$ cat config.mk
export PLATFORM = sky130hd
export DESIGN_NAME = mem_port_arbiter
export DESIGN_NICKNAME = d
export VERILOG_FILES = /design/src/rtl/mem_port_arbiter.sv
export SDC_FILE = /design/constraint.sdc
export NUM_CORES = 1
export LEC_CHECK = 0
export BUFFER_PORTS_ARGS = -buffer_cell sky130_fd_sc_hd__buf_2
export CORE_ASPECT_RATIO = 0.6
export CORE_MARGIN = 2
export CORE_UTILIZATION = 48
export DETAILED_ROUTE_END_ITERATION = 10
export GPL_ROUTABILITY_DRIVEN = 0
export GPL_TIMING_DRIVEN = 0
export PLACE_DENSITY = 0.81
export SYNTH_ARGS = -nofsm -noshare
export SYNTH_HDL_FRONTEND = slang
export SYNTH_SLANG_ARGS = --single-unit
$ cat constraint.sdc
create_clock -name clk -period 2.3 [get_ports clk]
set_clock_uncertainty 0.1 [all_clocks]
set_input_delay 0 -clock clk [delete_from_list [all_inputs] [get_ports clk]]
set_output_delay 0 -clock clk [all_outputs]
set_load 0.02 [all_outputs]
$ cat src/rtl/mem_port_arbiter.sv
// Single-port memory arbiter sharing one RAM between instruction fetch and data access.
// Tie resolution: fixed DM priority by default, round-robin when ARB_RR_EN is defined.
module mem_port_arbiter #(
  parameter int AW      = 7,
  parameter int DW      = 32,
  parameter int MEM_LAT = 1
) (
  input  logic          clk,
  input  logic          rst,
  input  logic          if_req,
  input  logic [AW-1:0] if_addr,
  output logic          if_ack,
  output logic [DW-1:0] if_rdata,
  input  logic          dm_req,
  input  logic          dm_we,
  input  logic [3:0]    dm_be,
  input  logic [AW-1:0] dm_addr,
  input  logic [DW-1:0] dm_wdata,
  output logic          dm_ack,
  output logic [DW-1:0] dm_rdata,
  output logic          mem_en,
  output logic          mem_we,
  output logic [3:0]    mem_be,
  output logic [AW-1:0] mem_addr,
  output logic [DW-1:0] mem_wdata,
  input  logic [DW-1:0] mem_rdata,
  output logic          stall
);

  localparam logic [1:0] IDLE  = 2'd0;
  localparam logic [1:0] ISSUE = 2'd1;
  localparam logic [1:0] WAIT  = 2'd2;
  localparam logic [1:0] RESP  = 2'd3;

  localparam logic [3:0] LAT_CNT = 4'(MEM_LAT);

  logic [1:0]    stateReg;
  logic [3:0]    cntReg;
  logic          ownerReg;  // 1 = DM owns the in-flight access
  logic          ifAckReg;
  logic          dmAckReg;
  logic [DW-1:0] ifRdataReg;
  logic [DW-1:0] dmRdataReg;
  logic          memWeReg;
  logic [3:0]    memBeReg;
  logic [AW-1:0] memAddrReg;
  logic [DW-1:0] memWdataReg;
  logic          grantDm;

`ifdef ARB_RR_EN
  logic lastDmReg;

  // On a tie the requester that was not granted last wins.
  always_comb begin
    grantDm = dm_req & (~if_req | ~lastDmReg);
  end

  always_ff @(posedge clk) begin
    if (rst) begin
      lastDmReg <= 1'b1;
    end else if (stateReg == IDLE && (if_req || dm_req)) begin
      lastDmReg <= grantDm;
    end
  end
`else
  always_comb begin
    grantDm = dm_req;
  end
`endif

  always_ff @(posedge clk) begin
    if (rst) begin
      stateReg    <= IDLE;
      cntReg      <= '0;
      ownerReg    <= 1'b0;
      ifAckReg    <= 1'b0;
      dmAckReg    <= 1'b0;
      ifRdataReg  <= '0;
      dmRdataReg  <= '0;
      memWeReg    <= 1'b0;
      memBeReg    <= '0;
      memAddrReg  <= '0;
      memWdataReg <= '0;
    end else begin
      ifAckReg <= 1'b0;
      dmAckReg <= 1'b0;
      case (stateReg)
        IDLE: begin
          if (if_req || dm_req) begin
            ownerReg <= grantDm;
            if (grantDm) begin
              memWeReg    <= dm_we;
              memBeReg    <= dm_be;
              memAddrReg  <= dm_addr;
              memWdataReg <= dm_wdata;
            end else begin
              memWeReg    <= 1'b0;
              memBeReg    <= 4'hF;
              memAddrReg  <= if_addr;
              memWdataReg <= '0;
            end
            stateReg <= ISSUE;
          end
        end
        ISSUE: begin
          cntReg   <= LAT_CNT;
          stateReg <= WAIT;
        end
        WAIT: begin
          cntReg <= cntReg - 4'd1;
          // Read data is only valid on the edge where the count reaches one.
          if (cntReg == 4'd1) begin
            if (!memWeReg) begin
              if (ownerReg) begin
                dmRdataReg <= mem_rdata;
              end else begin
                ifRdataReg <= mem_rdata;
              end
            end
            ifAckReg <= ~ownerReg;
            dmAckReg <= ownerReg;
            stateReg <= RESP;
          end
        end
        default: begin
          stateReg <= IDLE;
        end
      endcase
    end
  end

  assign mem_en    = (stateReg == ISSUE);
  assign mem_we    = memWeReg;
  assign mem_be    = memBeReg;
  assign mem_addr  = memAddrReg;
  assign mem_wdata = memWdataReg;
  assign if_ack    = ifAckReg;
  assign dm_ack    = dmAckReg;
  assign if_rdata  = ifRdataReg;
  assign dm_rdata  = dmRdataReg;
  assign stall     = (if_req & ~if_ack) | (dm_req & ~dm_ack);

endmodule
==> out/results.ini <==
[outcome]
status = completed

[global_route]
gr-usage-all-layers_pct = 28.7
antenna_found_initial = 0
grt_overflow = 0
grt_max_degree = 17
grt_pass1_wl_um = 24300
grt_pass1_vias = 4858

[drt]
postRouteAntennaNets = 0
drt-pass1-iter-count = 7
wl_per_cell_um = 16.9
routed_wl_um = 16000
drt_iter0_drc = 364
avgViaCountPerCell = 5.17
drc = 0
routed-via-count = 4884

[timing]
setup_viol = 0
max_slew_margin_pct = 47.8
worst_slew_pin_slew_ns = 0.777
slew_viol_final = 0
rsz0062_at_grt = false
fmax_mhz = 462
post-route-period-util_pct = 94.1
hold_ws_ns = 0.0304
hold_violations = 0
min_period_ns = 2.17

[setup_path]
cp.arrival_ns = 2.39
setup.worst_path.end_class = register
rr_startpoint = stateReg[0]
regToRegEndpoint = if_rdata[12]
startpoint_type = register
crit_fanout = 10
required_ns = 2.52
rr_worst_depth = 8
crit_type = reg2reg
r2r_setup_slack_ns = 0.13

[floorplanning]
core_area_um2 = 9770
rows = 28
io_pins = 199
start_util_pct = 49.1
die_h_um = 81.5
die_area_um2 = 10800
die_width_um = 133

[pwr]
intPower_mw = 4.71
swShare_pct = 32.3
ir_drop_mv = 0.595
p_sw_mw = 2.25
p_clk_share_pct = 38.4
p_leak_nw = 3.48
power_density_nw_per_um2 = 942
combPwrFrac_pct = 27.1
p_total_mw = 6.96
seqPwrFrac_pct = 34.5

[clock_network]
cts.sinks = 117
clk_latency_ns = 0.40
cts_root_buf = clkbuf_16
cts_tree = built
clk_pin_slew_worst_paths_ns = 0.05
cts_max_level = 4
cts_buffer_depth = 2
cts_buffers = 17

[min_path]
min_path_cells = 3
whs_endpoint = dm_rdata[26]
hold_class = in2reg
hp-start = rst

[layout]
fin_area_um2 = 7390
drive_above_1_share_pct = 30.3
seqCellArea_um2 = 2340
area_growth_pct = 54.0
fin_nets = 891
layout_common_cells = buf_2 (198), dfxtp_1 (117), nand2b_1 (99)
multiInputGateArea_um2 = 2240
n_fill_cell = 686
finalNonFillerCells = 945
final_common_cell = buf_2
fin_util_pct = 75.6

[yosys]
syn_area_per_cell_um2 = 9.62
yosysSeqAreaShare_pct = 48.8
synth_cell_types = 32
ys_ff_latch = 117
synth.net_count = 592
ys_warn_count = 0
synthCells = 499
syn-cell-area_um2 = 4800

[run]
maxCapViolCount = 0

[placed_design]
port_buffers = 196
dp.cells = 830
place_area_um2 = 5950
hpwl_um = 10100

[cells by family after synthesis]
group	Yosys count	share of synthesized area, %
fa+ha+maj	6	1.56
flops	117	48.8
simple gates	197	23.1
compound gates	60	6.88
mux	73	15.3
buf+inv	46	4.43
[Yosys cell counts (all sizes together)]
library cell  number  area, µm²
o21a               1       7.51
nand3             34        170
ha                 6       75.1
nand2             40        150
or4                2       18.8
nor2b              2       12.5
o31a               1       8.76
nor4               4       55.1
a32oi              1       8.76
mux2               1       11.3
nor2              11       41.3
inv                8       30.0
nor3               1       5.00
dfxtp            117       2340
a21oi             40        200
nand4b             2       17.5
o22ai              2       12.5
a211oi             7       52.6
or3b               1       8.76
o21ai              8       40.0
mux2i             72        721
buf                9       73.8
clkbuf            29        109
nand2b           100        628
[critical path: stages (launching register included)]
cell and delay (ns):
dfxtp_1 0.33, inv_1 0.11, ha_1 0.34, nand2b_1 0.11, buf_6 0.15, or4_4 0.42, buf_6 0.16, buf_6 0.16
mux2i_1 0.19
[layer usage]
layer	GRT usage [%]	wire length (µm)	vias to the layer above
li1	-	-	2287
met1	36.4	7150	2369
met2	48.7	7780	198
met3	6.42	767	30
met4	11.2	281	0
met5	0	0	-
[what timing repair did]
item / 4_1_cts / 5_1_grt
setup endpoints to repair: 19 / 36
hold buffers: 83 / 0
buffers inserted: 0 / 1
gates resized for setup: 2 / 4
pin swaps: 0 / 1
hold endpoints to repair: 108 / 0
[flip-flops by register name (all words and copies together), names as in the netlist]
signal     flops
cntReg         4
mem_wdata     32
mem_addr       7
mem_we         1
mem_be         4
dm_ack         1
stateReg       2
dm_rdata      32
if_rdata      32
if_ack         1
ownerReg       1
[worst max path at each step]
stage           startpoint  slack [ns]       endpoint  cells past startpoint
3_3_place_gp   stateReg[0]        0.07  mem_wdata[23]                      8
4_1_cts        stateReg[0]        0.05   dm_rdata[15]                      7
6_report       stateReg[0]        0.13   if_rdata[12]                      8
3_5_place_dp   stateReg[0]        -0.1  mem_wdata[23]                      8
5_1_grt        stateReg[0]        0.06  mem_wdata[23]                      8
2_1_floorplan  stateReg[0]        0.41   if_rdata[10]                      8
[power groups by stage]
stage / registers [mW] / logic (mW) / clock network, mW
finish: 2.40 / 1.88 / 2.67
global route: 2.42 / 2.02 / 2.80
CTS: 2.39 / 1.80 / 2.69
detailed placement: 2.43 / 1.67 / 0
global placement: 2.41 / 1.62 / 0
floorplan: 2.65 / 0.904 / 0
[through the flow]
stage	setup TNS [ns]	worst slack (ns)
2_1_floorplan	0	0.408
3_3_place_gp	0	0.0660
3_5_place_dp	-0.420	-0.0968
4_1_cts	0	0.0461
5_1_grt	0	0.0639
6_report	0	0.135
[final cells by class]
type / count / area share, %
Sequential cell: 117 / 31.7
Multi-Input combinational cell: 336 / 30.4
Clock buffer: 20 / 6.31
Timing Repair Buffer: 280 / 24.6
Buffer: 38 / 2.54
Antenna cell: 1 / 0.0339
Clock inverter: 10 / 1.76
Tap cell: 135 / 2.29
Inverter: 8 / 0.406
Note: power is estimated with default switching activity, not from simulation.
